<file path="src/rtl/apb_fifo_bridge_if.sv">
// APB master bus plus ALU result push port and bridge status outputs.
// Bridge side uses the master modport; the bus model/bench uses slave.
interface apb_fifo_bridge_if #(
    parameter int N     = 4,
    parameter int M     = 8,
    parameter int A     = 8,
    parameter int DEPTH = 4
);
    localparam int SW = (N > 1) ? $clog2(N) : 1;
    localparam int LW = $clog2(DEPTH) + 1;

    logic [A-1:0]  PADDR;
    logic [N-1:0]  PSEL;
    logic          PENABLE;
    logic          PWRITE;
    logic [M-1:0]  PWDATA;
    logic          PREADY;
    logic          PSLVERR;

    logic [M-1:0]  i_data;
    logic [A-1:0]  i_addr;
    logic          i_data_ready;
    logic          i_alu_error;
    logic [SW-1:0] i_protocol_sel;

    logic          o_waiting;
    logic          o_transfer_done;
    logic          o_error;
    logic [LW-1:0] o_level;

    modport master (
        output PADDR, PSEL, PENABLE, PWRITE, PWDATA,
        input  PREADY, PSLVERR,
        input  i_data, i_addr, i_data_ready, i_alu_error, i_protocol_sel,
        output o_waiting, o_transfer_done, o_error, o_level
    );

    modport slave (
        input  PADDR, PSEL, PENABLE, PWRITE, PWDATA,
        output PREADY, PSLVERR,
        output i_data, i_addr, i_data_ready, i_alu_error, i_protocol_sel,
        input  o_waiting, o_transfer_done, o_error, o_level
    );
endinterface

</file>
<file path="src/rtl/apb_fifo_bridge.sv">
// Buffers ALU results in a FIFO and writes them out as APB transfers.
// Define APB_BRIDGE_TIMEOUT_EN to abort ACCESS after TIMEOUT wait cycles.
module apb_fifo_bridge #(
    parameter int N       = 4,
    parameter int M       = 8,
    parameter int A       = 8,
    parameter int DEPTH   = 4,
    parameter int TIMEOUT = 16
) (
    input logic PCLK,
    input logic PRESET,
    apb_fifo_bridge_if.master bus
);
    localparam int SW = (N > 1) ? $clog2(N) : 1;
    localparam int PW = $clog2(DEPTH);
    localparam int LW = PW + 1;

    localparam logic [1:0] IDLE   = 2'd0;
    localparam logic [1:0] SETUP  = 2'd1;
    localparam logic [1:0] ACCESS = 2'd2;

    localparam logic [LW-1:0] FULL  = LW'(DEPTH);
    localparam logic [LW-1:0] ONE   = LW'(1);
    localparam logic [SW:0]   NSEL  = (SW+1)'(N);

    logic [M-1:0]  mem_data [DEPTH];
    logic [A-1:0]  mem_addr [DEPTH];
    logic [SW-1:0] mem_sel  [DEPTH];

    logic [PW-1:0] wr_ptr;
    logic [PW-1:0] rd_ptr;
    logic [PW-1:0] rd_next;
    logic [PW-1:0] ld_ptr;
    logic [LW-1:0] level;
    logic [1:0]    state;
    logic [N-1:0]  ld_oh;

    logic sel_ok;
    logic push_ok;
    logic push_rej;
    logic pop;
    logic done_ok;
    logic fail;
    logic timeout_hit;
    logic more;
    logic done_q;
    logic err_q;

    assign sel_ok   = {1'b0, bus.i_protocol_sel} < NSEL;
    assign push_ok  = bus.i_data_ready & ~bus.i_alu_error
                    & sel_ok & (level != FULL);
    assign push_rej = bus.i_data_ready & ~push_ok;

    assign pop      = (state == ACCESS) & (bus.PREADY | timeout_hit);
    assign done_ok  = (state == ACCESS) & bus.PREADY & ~bus.PSLVERR;
    assign fail     = pop & ~done_ok;
    assign more     = level > ONE;

    assign rd_next  = rd_ptr + 1'b1;
    // On completion the entry behind the head is next in line.
    assign ld_ptr   = (state == ACCESS) ? rd_next : rd_ptr;
    assign ld_oh    = {{(N-1){1'b0}}, 1'b1} << mem_sel[ld_ptr];

`ifdef APB_BRIDGE_TIMEOUT_EN
    localparam int CW = $clog2(TIMEOUT + 1);
    localparam logic [CW-1:0] LAST = CW'(TIMEOUT - 1);

    logic [CW-1:0] wait_cnt;

    assign timeout_hit = (state == ACCESS) & ~bus.PREADY
                       & (wait_cnt == LAST);

    // Count consecutive ACCESS wait cycles; cleared outside waiting.
    always_ff @(posedge PCLK or posedge PRESET) begin
        if (PRESET) begin
            wait_cnt <= '0;
        end else if ((state == ACCESS) && !bus.PREADY && !timeout_hit) begin
            wait_cnt <= wait_cnt + 1'b1;
        end else begin
            wait_cnt <= '0;
        end
    end
`else
    assign timeout_hit = 1'b0;
`endif

    // Storage array; contents are don't-care until written.
    always_ff @(posedge PCLK) begin
        if (push_ok) begin
            mem_data[wr_ptr] <= bus.i_data;
            mem_addr[wr_ptr] <= bus.i_addr;
            mem_sel[wr_ptr]  <= bus.i_protocol_sel;
        end
    end

    // FIFO pointers and occupancy; simultaneous push and pop cancel.
    always_ff @(posedge PCLK or posedge PRESET) begin
        if (PRESET) begin
            wr_ptr <= '0;
            rd_ptr <= '0;
            level  <= '0;
        end else begin
            if (push_ok) begin
                wr_ptr <= wr_ptr + 1'b1;
            end
            if (pop) begin
                rd_ptr <= rd_next;
            end
            if (push_ok && !pop) begin
                level <= level + 1'b1;
            end else if (!push_ok && pop) begin
                level <= level - 1'b1;
            end
        end
    end

    // APB sequencer; bus outputs are registered and loaded on SETUP entry.
    always_ff @(posedge PCLK or posedge PRESET) begin
        if (PRESET) begin
            state       <= IDLE;
            bus.PSEL    <= '0;
            bus.PENABLE <= 1'b0;
            bus.PWRITE  <= 1'b0;
            bus.PADDR   <= '0;
            bus.PWDATA  <= '0;
        end else begin
            unique case (state)
                IDLE: begin
                    if (level != '0) begin
                        state      <= SETUP;
                        bus.PSEL   <= ld_oh;
                        bus.PADDR  <= mem_addr[ld_ptr];
                        bus.PWDATA <= mem_data[ld_ptr];
                        bus.PWRITE <= 1'b1;
                    end
                end
                SETUP: begin
                    state       <= ACCESS;
                    bus.PENABLE <= 1'b1;
                end
                ACCESS: begin
                    if (pop) begin
                        bus.PENABLE <= 1'b0;
                        if (more) begin
                            state      <= SETUP;
                            bus.PSEL   <= ld_oh;
                            bus.PADDR  <= mem_addr[ld_ptr];
                            bus.PWDATA <= mem_data[ld_ptr];
                        end else begin
                            state      <= IDLE;
                            bus.PSEL   <= '0;
                            bus.PWRITE <= 1'b0;
                        end
                    end
                end
                default: begin
                    state       <= IDLE;
                    bus.PSEL    <= '0;
                    bus.PENABLE <= 1'b0;
                    bus.PWRITE  <= 1'b0;
                end
            endcase
        end
    end

    // One-cycle result pulses for completed, failed or dropped work.
    always_ff @(posedge PCLK or posedge PRESET) begin
        if (PRESET) begin
            done_q <= 1'b0;
            err_q  <= 1'b0;
        end else begin
            done_q <= done_ok;
            err_q  <= push_rej | fail;
        end
    end

    assign bus.o_transfer_done = done_q;
    assign bus.o_error         = err_q;
    assign bus.o_level         = level;
    assign bus.o_waiting       = (level == FULL);

endmodule

</file>
<file path="src/flat_wrapper.sv">
// flat-port wrapper written by rule: the top's interface ports become plain ports
module apb_fifo_bridge_flat 
#(
    parameter int N       = 4,
    parameter int M       = 8,
    parameter int A       = 8,
    parameter int DEPTH   = 4,
    parameter int TIMEOUT = 16
)
  (PCLK, PRESET, bus_PADDR, bus_PSEL, bus_PENABLE, bus_PWRITE, bus_PWDATA, bus_PREADY, bus_PSLVERR, bus_i_data, bus_i_addr, bus_i_data_ready, bus_i_alu_error, bus_i_protocol_sel, bus_o_waiting, bus_o_transfer_done, bus_o_error, bus_o_level);
  apb_fifo_bridge_if #(.N(N), .M(M), .A(A), .DEPTH(DEPTH)) bus_i ();
  input logic PCLK;
  input logic PRESET;
  output wire logic [$bits(bus_i.PADDR)-1:0] bus_PADDR;
  output wire logic [$bits(bus_i.PSEL)-1:0] bus_PSEL;
  output wire logic [$bits(bus_i.PENABLE)-1:0] bus_PENABLE;
  output wire logic [$bits(bus_i.PWRITE)-1:0] bus_PWRITE;
  output wire logic [$bits(bus_i.PWDATA)-1:0] bus_PWDATA;
  input wire logic [$bits(bus_i.PREADY)-1:0] bus_PREADY;
  input wire logic [$bits(bus_i.PSLVERR)-1:0] bus_PSLVERR;
  input wire logic [$bits(bus_i.i_data)-1:0] bus_i_data;
  input wire logic [$bits(bus_i.i_addr)-1:0] bus_i_addr;
  input wire logic [$bits(bus_i.i_data_ready)-1:0] bus_i_data_ready;
  input wire logic [$bits(bus_i.i_alu_error)-1:0] bus_i_alu_error;
  input wire logic [$bits(bus_i.i_protocol_sel)-1:0] bus_i_protocol_sel;
  output wire logic [$bits(bus_i.o_waiting)-1:0] bus_o_waiting;
  output wire logic [$bits(bus_i.o_transfer_done)-1:0] bus_o_transfer_done;
  output wire logic [$bits(bus_i.o_error)-1:0] bus_o_error;
  output wire logic [$bits(bus_i.o_level)-1:0] bus_o_level;
  assign bus_PADDR = bus_i.PADDR;
  assign bus_PSEL = bus_i.PSEL;
  assign bus_PENABLE = bus_i.PENABLE;
  assign bus_PWRITE = bus_i.PWRITE;
  assign bus_PWDATA = bus_i.PWDATA;
  assign bus_i.PREADY = bus_PREADY;
  assign bus_i.PSLVERR = bus_PSLVERR;
  assign bus_i.i_data = bus_i_data;
  assign bus_i.i_addr = bus_i_addr;
  assign bus_i.i_data_ready = bus_i_data_ready;
  assign bus_i.i_alu_error = bus_i_alu_error;
  assign bus_i.i_protocol_sel = bus_i_protocol_sel;
  assign bus_o_waiting = bus_i.o_waiting;
  assign bus_o_transfer_done = bus_i.o_transfer_done;
  assign bus_o_error = bus_i.o_error;
  assign bus_o_level = bus_i.o_level;
  apb_fifo_bridge #(.N(N), .M(M), .A(A), .DEPTH(DEPTH), .TIMEOUT(TIMEOUT)) u_core (.PCLK(PCLK), .PRESET(PRESET), .bus(bus_i));
endmodule
</file>
<file path="config.mk">
export PLATFORM = sky130hd
export DESIGN_NAME = apb_fifo_bridge_flat
export DESIGN_NICKNAME = d
export VERILOG_FILES = /design/src/rtl/apb_fifo_bridge_if.sv /design/src/rtl/apb_fifo_bridge.sv /design/src/flat_wrapper.sv
export SDC_FILE = /design/constraint.sdc
export NUM_CORES = 1
export LEC_CHECK = 0
export ABC_AREA = 1
export CAP_MARGIN = 25
export CORE_MARGIN = 2
export CORE_UTILIZATION = 40
export DETAILED_ROUTE_END_ITERATION = 8
export DONT_BUFFER_PORTS = 1
export PLACE_DENSITY = 0.58
export SKIP_LAST_GASP = 1
export SYNTH_ARGS = -nofsm -noshare
export SYNTH_HDL_FRONTEND = slang
export SYNTH_SLANG_ARGS = --single-unit
</file>
<file path="constraint.sdc">
create_clock -name PCLK -period 3.13 [get_ports PCLK]
set_clock_uncertainty 0.2 [all_clocks]
set_input_delay 0.4695 -clock PCLK [delete_from_list [all_inputs] [get_ports PCLK]]
set_output_delay 0.4695 -clock PCLK [all_outputs]
set_load 0.005 [all_outputs]
</file>
Yosys cells after proc, flatten, opt, wreduce, memory -nomap -nowiden

Memories as Yosys holds them, arrays and structs flattened.
Index checks and enable logic that the tools add are counted.

Bits in registers: 33
RAM bits: 72
Input port bits: 24
Output and inout port bits: 28
Logic and storage cells: 81
Memories: 3

Add/subtract/negate cells: 4
$lt $le $gt $ge: 1
Equality and inequality tests: 8
Shifts and indexed selects: 1
Mux-type cells: 27
Bitwise logic cells: 13
Reductions and logical operators: 13

Memories:

| name            | words | bits a word | read ports | clocked after memory_dff | write ports | line                  | text |
|---|---|---|---|---|---|---|---|
| u_core.mem_addr | 4     | 8           | 1          | 0                        | 1           | apb_fifo_bridge.sv:27 | `logic [A-1:0] mem_addr [DEPTH];` |
| u_core.mem_data | 4     | 8           | 1          | 0                        | 1           | apb_fifo_bridge.sv:26 | `logic [M-1:0] mem_data [DEPTH];` |
| u_core.mem_sel  | 4     | 2           | 1          | 0                        | 1           | apb_fifo_bridge.sv:28 | `logic [SW-1:0] mem_sel [DEPTH];` |

Operator list:

| cell                                                                            | number |
|---|---|
| 8-bit two-way mux                                                               | 6 |
| 8-bit one-hot mux with 2 select lines                                           | 2 |
| 4-bit two-way mux                                                               | 3 |
| 4-bit one-hot mux with 3 select lines                                           | 1 |
| 4-bit AND reduction                                                             | 2 |
| 1-bit two-way mux                                                               | 7 |
| 1-bit bitwise AND                                                               | 6 |
| 2-bit two-way mux                                                               | 3 |
| 3-bit two-way mux                                                               | 2 |
| 2-bit by 1-bit inequality test with 1-bit output, second input constant         | 3 |
| 1-bit inverter                                                                  | 6 |
| 1-bit one-hot mux with 3 select lines                                           | 2 |
| 2-bit one-hot mux with 3 select lines                                           | 1 |
| 2-bit by 1-bit adder with 2-bit output, second input constant                   | 2 |
| 2-bit AND reduction                                                             | 2 |
| 2-bit nonzero test                                                              | 2 |
| 1-bit by 2-bit << shifter with 4-bit output, first input constant               | 1 |
| 3-bit by 1-bit adder with 3-bit output, second input constant                   | 1 |
| 3-bit == test, second input constant                                            | 1 |
| 3-bit by 1-bit greater-than comparator with 1-bit output, second input constant | 1 |
| 3-bit inequality test, second input constant                                    | 1 |
| 3-bit AND reduction                                                             | 1 |
| 3-bit nonzero test                                                              | 1 |
| 3-bit by 1-bit subtractor with 3-bit output, second input constant              | 1 |
| 7 further kinds                                                                 | 9 |

Longest topological paths before layout

Gate-level depths: netlist (run 1).

Depth in word-level cells: 7
Depth in mapped cells: 11
Gate-level depth less buffers: 11

Least setup slack after synthesis (run 1)

No wires, ideal clock.

Path kind: register to register
Start: reg u_core.level[0], in the netlist u_core.bus.o_level[0]
End: mem u_core.mem_addr[0][0], enable pin
Setup time: 393 ps
Arrival time: 2,158 ps
Data required time: 2,537 ps
Path slack: 379 ps
Cell stages (with the launch flop): 8
Path buffers: 0
Period minus slack after synthesis: 2,751 ps
Path through: dfrtp_1 -> inv_1 -> ha_1 -> nand2_1 -> inv_1 -> nor3_1 -> inv_1 -> nor2_1

Longest elaborated chain between the ends: 4

Ends and longest elaborated chain:

| item                                    | line                   | text |
|---|---|---|
| start: declaration                      | apb_fifo_bridge.sv:34  | `logic [LW-1:0] level;` |
| start signal: assignment                | apb_fifo_bridge.sv:110 | `level <= level + 1'b1;` |
| start signal: assignment                | apb_fifo_bridge.sv:112 | `level <= level - 1'b1;` |
| 3-bit inequality test                   | apb_fifo_bridge.sv:51  | `& sel_ok & (level != FULL);` |
| 1-bit bitwise AND                       | apb_fifo_bridge.sv:51  |  |
| net u_core.push_ok                      | apb_fifo_bridge.sv:39  | `logic push_ok;` |
| 1-bit two-way mux                       | apb_fifo_bridge.sv:89  | `if (push_ok) begin` |
| 1-bit two-way mux (not written as such) | apb_fifo_bridge.sv:91  | `mem_addr[wr_ptr] <= bus.i_addr;` |
| end: declaration                        | apb_fifo_bridge.sv:27  |  |

The timed path passes the listed nets, and every way through them passes these cells.

Final worst setup path (run 1)

Start: reg u_core.level[0], in the netlist u_core.bus.o_level[0]
End: mem u_core.mem_data[3][2], enable pin

Longest elaborated chain between the ends: 4

Ends and longest elaborated chain:

| item                                    | line                  | text |
|---|---|---|
| 3-bit inequality test                   | apb_fifo_bridge.sv:51 |  |
| 1-bit bitwise AND                       | apb_fifo_bridge.sv:51 |  |
| net u_core.push_ok                      | apb_fifo_bridge.sv:39 |  |
| 1-bit two-way mux                       | apb_fifo_bridge.sv:89 |  |
| 1-bit two-way mux (not written as such) | apb_fifo_bridge.sv:90 | `mem_data[wr_ptr] <= bus.i_data;` |
| end: declaration                        | apb_fifo_bridge.sv:26 |  |

The timed path passes the listed nets, and every way through them passes these cells.

==> flow_summary.ini, run 1 <==
[synth]
synth_xor_area_frac = 0.00756
synth_top_family_by_area = simple AND/OR/NAND/NOR gates
avgSynthCellArea_um2 = 10.1
seq_area_frac_synth = 0.645
synth_compound_area_frac = 0.0443
yosysWarnings = 0
netlist_area_mm2 = 0.00463
netlist_instances = 459
yosys.area_share.simple = 0.195
ys_ff_latch = 105
synth_cell_types = 25
synth_nets = 492
synth.mux.area_fraction = 0
synthAdderAreaFrac = 0.0243

[clock_network]
cts_buffers = 9
clock_tree.buffer_depth = 2
cts_tree = done
clk_pin_slew_ps = 70
cts-root-buf = clkbuf_16
cts_resized = 0
htree_levels = 3
post_cts_buffers = 0
clk_latency_ps = 350
cts.sinks = 105
cts_hold_buf = 2

[finish]
fill_cells = 1040
drive_gt1_frac = 0.0764
layout_common_cells = nand2_1 (138), edfxtp_1 (72), inv_1 (71)
area_growth_syn_to_layout_pct = 9.94
final_core_util = 0.448
diodes = 0
final_nets = 499
final_common_cell = nand2_1

[worst_setup_path]
cp-end-kind = flop
worst_ep_arrival_time_ps = 2490
critPathSlowestCell = nor3_1
cp_common_cell = inv_1
worstReg2RegStart = u_core.bus.o_level[0]
cp_max_fo = 18
cp_cell_sequence = inv_1 > ha_1 > nand2_1 > inv_1 > nor3_1 > inv_1 > nor2_1 > buf_4
r2r_end = u_core.mem_data[3][2]
r2r_slack_ps = 470
slowest_delay_ps = 560
crit_type = reg -> reg
reg2regPathDepth = 8
startpoint_type = flop
worstPathRequired_ps = 2960

[power_and_ir_drop]
p_per_area_mw_per_mm2 = 990
p_int_mw = 3.08
seqPwrFrac = 0.395
power.switching_mw = 1.96
leakagePower_nw = 2.30
p_sw_frac = 0.390
power.share.combinational = 0.372
clkPwrFrac = 0.233
irDropWorstVdd_mv = 0.608

[die]
io_pins = 52
floorplan.initialDensity = 0.408
die_h_um = 112
rows = 39
core_area_mm2 = 0.0114
dieArea_mm2 = 0.0125
die_w_um = 112

[drt]
drtIter0Drc = 143
wl_per_cell_um = 14.2
postRouteAntennaNets = 0
drc_errors = 0
vias = 2870
viasPerCell = 4.67
wl_um = 8740
first_pass_iters = 4

[sta]
slew_headroom = 0.377
setup_ws_ps = 470
post-route-period-util = 0.850
worst_pin_slew_ps = 931
rsz0062_at_grt = false
drv_slew = 0
fin_tns_setup_ps = 0
min_period_ps = 2660
max_freq_mhz = 376
finalSetupViolations = 0
whs_ps = 15.1
hold_viol_final = 0

[worst_hold_path]
min-delay-path-class = in -> reg
hp-start = bus_i_protocol_sel[1]
whs_path_depth = 0
min_to = u_core.mem_sel[0][1]

[outcome]
outcome = completed

[global_route]
overflow = 0
grt_max_degree = 52
first_global_vias = 2892
grt.total_usage = 0.149
antenna_found_initial = 0
grt_pass1_wl_um = 14300

[place]
pre_cts_ws_ps = 484
port_buffers = 0
gp_congestion = 0.774
dpl.hpwl_um = 5690

[run]
cap_violations = 0
==> flip-flops by register name, indices dropped and copies added (netlist names) <==
signal	cells
u_core.bus.PADDR	8
u_core.bus.PENABLE	1
u_core.bus.PSEL	4
u_core.bus.PWDATA	8
u_core.bus.PWRITE	1
u_core.bus.o_error	1
u_core.bus.o_level	3
u_core.bus.o_transfer_done	1
u_core.mem_addr	32
u_core.mem_data	32
u_core.mem_sel	8
u_core.rd_ptr	2
u_core.state	2
u_core.wr_ptr	2
==> Yosys cell counts (all sizes together) <==
library cell  number  area [um^2]
nor2              29          121
nand2            145          567
nor3               1         5.00
xor2               3         26.3
clkbuf             2         8.75
o21ai             40          200
ha                 9          113
inv               74          278
xnor2              1         8.76
edfxtp            72         2160
buf               12          101
a21oi              1         5.00
dfrtp             33          826
nand3             37          213
==> routing by layer <==
| layer | part of all wire | GRT usage |
|---|---|---|
| met1 | 0.42 | 0.173 |
| met4 | 0.027 | 0.0708 |
| met3 | 0.060 | 0.0523 |
| met5 | 0 | 0 |
| met2 | 0.49 | 0.247 |
==> cells by family (layout without fill, tap and decap cells) <==
group / Yosys count / count (layout)
and+or+nand+nor: 212 / 212
buffers and inverters: 88 / 100
AOI/OAI and AO/OA: 41 / 41
DFF: 105 / 105
xor gates and xnor gates: 4 / 4
adders and majority gates: 9 / 9
==> worst max-delay path by stage <==
stage	startpoint	cells after the start	endpoint
5_1_grt	u_core.bus.o_level[0]	8	u_core.mem_addr[3][1]
4_1_cts	u_core.bus.o_level[0]	8	u_core.mem_addr[3][2]
6_report	u_core.bus.o_level[0]	8	u_core.mem_data[3][2]
3_5_place_dp	u_core.bus.o_level[0]	8	u_core.mem_addr[3][6]
2_1_floorplan	u_core.bus.o_level[0]	7	u_core.mem_addr[0][0]
3_3_place_gp	u_core.bus.o_level[0]	8	u_core.mem_data[2][0]
==> critical path: cells and delay by family (launching register included) <==
| kind | cells | cell delay, ps |
|---|---|---|
| buf+inv | 4 | 660 |
| fa+ha+maj | 1 | 220 |
| simple gates | 3 | 790 |
| flops | 1 | 470 |
==> power by group through the flow <==
stage	clock network (mW)	registers, mW	logic (mW)
2_1_floorplan	0	1.98	1.62
3_3_place_gp	0	2.02	1.86
3_5_place_dp	0	2.03	1.91
4_1_cts	1.20	2.00	1.92
5_1_grt	1.25	2.03	2.19
6_report	1.17	1.99	1.88
==> cell type report <==
cell class / count / area [um^2] / share of cell area
clock buffer: 12 / 236 / 0.0464
clock inverter: 4 / 70.1 / 0.0138
inverter: 74 / 278 / 0.0545
multi-input combinational: 266 / 1260 / 0.247
sequential: 105 / 2990 / 0.586
tap: 143 / 179 / 0.0351
timing repair buffer: 10 / 85.1 / 0.0167
==> stage by stage <==
step / power (mW) / cell area [um^2] / std cells
2_1_floorplan: 3.60 / 4630 / 459
3_3_place_gp: 3.88 / 4750 / 594
3_5_place_dp: 3.93 / 4750 / 594
4_1_cts: 5.11 / 5070 / 612
5_1_grt: 5.47 / 5090 / 614
6_report: 5.04 / 5090 / 614
(Power assumes the default switching activity.)
==> run 2: changes to the inputs <==
clock period = 2.5 ns   (was 3.13 ns; I/O delays follow)
==> flow_summary.ini, run 2 (synthesized netlist as in run 1, its figures left out) <==
[clock_network]
cts_resized = 0
cts_buffers = 9
cts.sinks = 105
htree_levels = 3
cts-root-buf = clkbuf_16
clock_tree.buffer_depth = 2
post_cts_buffers = 0
clk_pin_slew_ps = 70
clk_latency_ps = 340
cts_tree = done
cts_hold_buf = 21

[finish]
fill_cells = 1060
final_core_util = 0.469
drive_gt1_frac = 0.0816
multiInputGateArea_mm2 = 0.00126
final_common_cell = nand2_1
diodes = 0
final_nets = 518
layout_common_cells = nand2_1 (138), edfxtp_1 (72), inv_1 (71)
top_regs = u_core.mem_addr x32, u_core.mem_data x32
ff_latch_area_mm2 = 0.00299
fin_cells = 633
area_growth_syn_to_layout_pct = 15.0

[sta]
rsz0062_at_grt = false
drv_slew = 0
post-route-period-util = 0.899
whs_ps = 95.8
worst_pin_slew_ps = 501
max_freq_mhz = 445
min_period_ps = 2250
slew_headroom = 0.665
hold_viol_final = 0
finalSetupViolations = 0

[worst_setup_path]
cp_max_fo = 18
cp-end-kind = flop
crit_type = reg -> reg
worstPathRequired_ps = 2320
startpoint_type = flop
worst_ep_arrival_time_ps = 2070

[die]
io_pins = 52
rows = 39
dieArea_mm2 = 0.0125
core_area_mm2 = 0.0114
floorplan.initialDensity = 0.408
die_h_um = 112
die_w_um = 112

[place]
place_inst = 596
dpl.hpwl_um = 5800
gp_congestion = 0.779
port_buffers = 0

[drt]
vias = 2991
wl_per_cell_um = 14.1
drtIter0Drc = 182
viasPerCell = 4.73
wl_um = 8940
postRouteAntennaNets = 0
drc_errors = 0
first_pass_iters = 4

[global_route]
antenna_found_initial = 0
first_global_vias = 3007
grt.total_usage = 0.150
grt_pass1_wl_um = 14500
overflow = 0
grt_max_degree = 34

[outcome]
outcome = completed

[power_and_ir_drop]
irDropWorstVdd_mv = 0.829
leakagePower_nw = 2.39
p_per_area_mw_per_mm2 = 1200

[worst_hold_path]
min-delay-path-class = in -> reg

[run]
cap_violations = 0
## run 2: routing by layer
metal	vias to the layer above	track usage	share of wire
li1	1510	-	-
met5	-	0	0
met4	0	0.0691	0.024
met1	1405	0.181	0.44
met3	19	0.0365	0.042
met2	57	0.254	0.49
## run 2: layout make-up
cell class | instances | share of cell area
sequential | 105 | 0.561
multi-input combinational | 266 | 0.236
timing repair buffer | 29 | 0.0578
inverter | 74 | 0.0521
clock buffer | 9 | 0.0423
tap | 143 | 0.0336
clock inverter | 7 | 0.0174
## run 2: worst paths after layout
path / cells after the start / slack [ps] / start / endpoint
worst max register to register: 9 / 250 / u_core.bus.o_level[0] / u_core.mem_data[0][7]
min in group asynchronous: 3 / 370 / PRESET / u_core.bus.PADDR[2]
worst min-delay path: 2 / 100 / bus_PREADY / u_core.rd_ptr[0]
worst min register to register: 2 / 300 / u_core.bus.PENABLE / u_core.bus.PENABLE
max in group asynchronous: 3 / 1410 / PRESET / u_core.bus.PWDATA[3]
worst max-delay path: 9 / 250 / u_core.bus.o_level[0] / u_core.mem_data[0][7]
## run 2: stage by stage
step,setup TNS [ps],power [mW],setup WS (ps),instance area [um^2]
finish,0,6.42,252,5330
floorplan,-18050,4.50,-251,4630
global placement,0,4.90,349,4800
CTS,0,6.53,241,5330
global route,0,6.95,47.5,5330
detailed placement,0,4.98,245,4800
## run 2: power by group
| group | switching, mW | leakage [nW] | internal (mW) |
|---|---|---|---|
| clock | 0.618 | 0.149 | 0.876 |
| sequential | 0.249 | 1.06 | 2.25 |
| combinational | 1.63 | 1.18 | 0.788 |
| total | 2.50 | 2.39 | 3.92 |
## run 2: critical path, stage by stage (launching register included)
cell	delay (ps)
dfrtp_1	470
inv_1	100
ha_1	230
nand2_1	70
inv_1	60
nor3_1	140
buf_4	170
inv_1	80
nor2_1	110
buf_4	290
==> run 3: changes to the inputs <==
REMOVE_ABC_BUFFERS = 1   (was default)
==> flow_summary.ini, run 3 (synthesized netlist as in run 1, its figures left out) <==
[outcome]
outcome = completed

[power_and_ir_drop]
leakagePower_nw = 2.41
p_per_area_mw_per_mm2 = 1210
irDropWorstVdd_mv = 0.738

[global_route]
antenna_found_initial = 0
overflow = 0
grt.total_usage = 0.154
grt_max_degree = 34
first_global_vias = 2889
grt_pass1_wl_um = 14800

[finish]
final_nets = 521
final_area_mm2 = 0.00533
top_regs = u_core.mem_addr x32, u_core.mem_data x32
area_growth_syn_to_layout_pct = 15.0
diodes = 0
final_core_util = 0.469
final_common_cell = nand2_1
layout_common_cells = nand2_1 (138), edfxtp_1 (72), inv_1 (71)
fill_cells = 1070
drive_gt1_frac = 0.0892

[worst_setup_path]
worst_ep_arrival_time_ps = 2060
cp_max_fo = 12
startpoint_type = flop
crit_type = reg -> reg
cp-end-kind = flop
worstPathRequired_ps = 2340

[worst_hold_path]
min-delay-path-class = in -> reg

[drt]
drtIter0Drc = 143
viasPerCell = 4.65
wl_per_cell_um = 14.3
postRouteAntennaNets = 0
drc_errors = 0
wl_um = 9120
vias = 2960
first_pass_iters = 4

[run]
cap_violations = 0

[sta]
max_freq_mhz = 450
hold_viol_final = 0
drv_slew = 0
post-route-period-util = 0.888
min_period_ps = 2220
slew_headroom = 0.610
rsz0062_at_grt = false
worst_pin_slew_ps = 583
finalSetupViolations = 0

[clock_network]
clock_tree.buffer_depth = 2
htree_levels = 3
clk_pin_slew_ps = 70
cts-root-buf = clkbuf_16
cts_buffers = 9
clk_latency_ps = 340
cts_tree = done
cts.sinks = 105

[place]
gp_congestion = 0.719
dpl.hpwl_um = 5910
dpl_cell_area_mm2 = 0.00481
port_buffers = 0

[die]
floorplan.initialDensity = 0.408
rows = 39
io_pins = 52
core_area_mm2 = 0.0114
dieArea_mm2 = 0.0125
die_h_um = 112
die_w_um = 112
## run 3: power breakdown
part	internal, mW	switching, mW	total (mW)	leakage, nW
Sequential	2.25	0.277	2.53	1.06
Clock	0.903	0.599	1.50	0.159
Combinational	0.792	1.64	2.44	1.19
## run 3: area by class of cell
type	count	area, um^2	area share
clock buffer	11	243	0.0456
clock inverter	5	78.8	0.0148
inverter	74	278	0.0521
multi-input combinational	266	1260	0.236
sequential	105	2990	0.561
tap	143	179	0.0336
timing repair buffer	32	303	0.0568
## run 3: final timing paths
| path | start | endpoint | slack (ps) | cells after the start |
|---|---|---|---|---|
| min in group asynchronous | PRESET | u_core.bus.PADDR[0] | 380 | 3 |
| setup reg to reg | u_core.bus.o_level[0] | u_core.mem_addr[3][0] | 280 | 9 |
| hold reg to reg | u_core.bus.PENABLE | u_core.bus.PENABLE | 300 | 2 |
| hold / removal | bus_i_data_ready | u_core.bus.o_error | 20 | 2 |
| max in group asynchronous | PRESET | u_core.wr_ptr[0] | 1410 | 3 |
| setup / recovery | u_core.bus.o_level[0] | u_core.mem_addr[3][0] | 280 | 9 |
## run 3: routing by layer
metal | up-vias | global-route usage | routed length, um
met3 | 9 | 0.0376 | 472
li1 | 1516 | - | -
met5 | - | 0 | 0
met2 | 60 | 0.255 | 4380
met4 | 0 | 0.0658 | 136
met1 | 1375 | 0.194 | 4130
## run 3: through the flow
step / setup WS [ps] / power (mW) / cells / hold slack [ps] / TNS (ps)
3_3_place_gp: 335 / 4.93 / 600 / 194 / 0
5_1_grt: 91.2 / 6.99 / 636 / 38.7 / 0
2_1_floorplan: -251 / 4.24 / 445 / 241 / -18050
6_report: 280 / 6.47 / 636 / 15.6 / 0
4_1_cts: 253 / 6.56 / 636 / 15.6 / 0
3_5_place_dp: 279 / 5.00 / 600 / 204 / 0
## run 3: worst max-delay path, cell delays in order (launching register included)
cell and delay [ps]:
dfrtp_1 460, inv_1 100, ha_1 220, nand2_1 60, inv_1 60, nor3_1 140
buf_4 180, inv_1 80, nor2_1 150, buf_4 260
## run 3: what timing repair did
item / 4_1_cts / 5_1_grt
hold endpoints to repair: 107 / 0
buffers inserted: 0 / 0
hold buffers: 20 / 0
resized for setup: 0 / 0
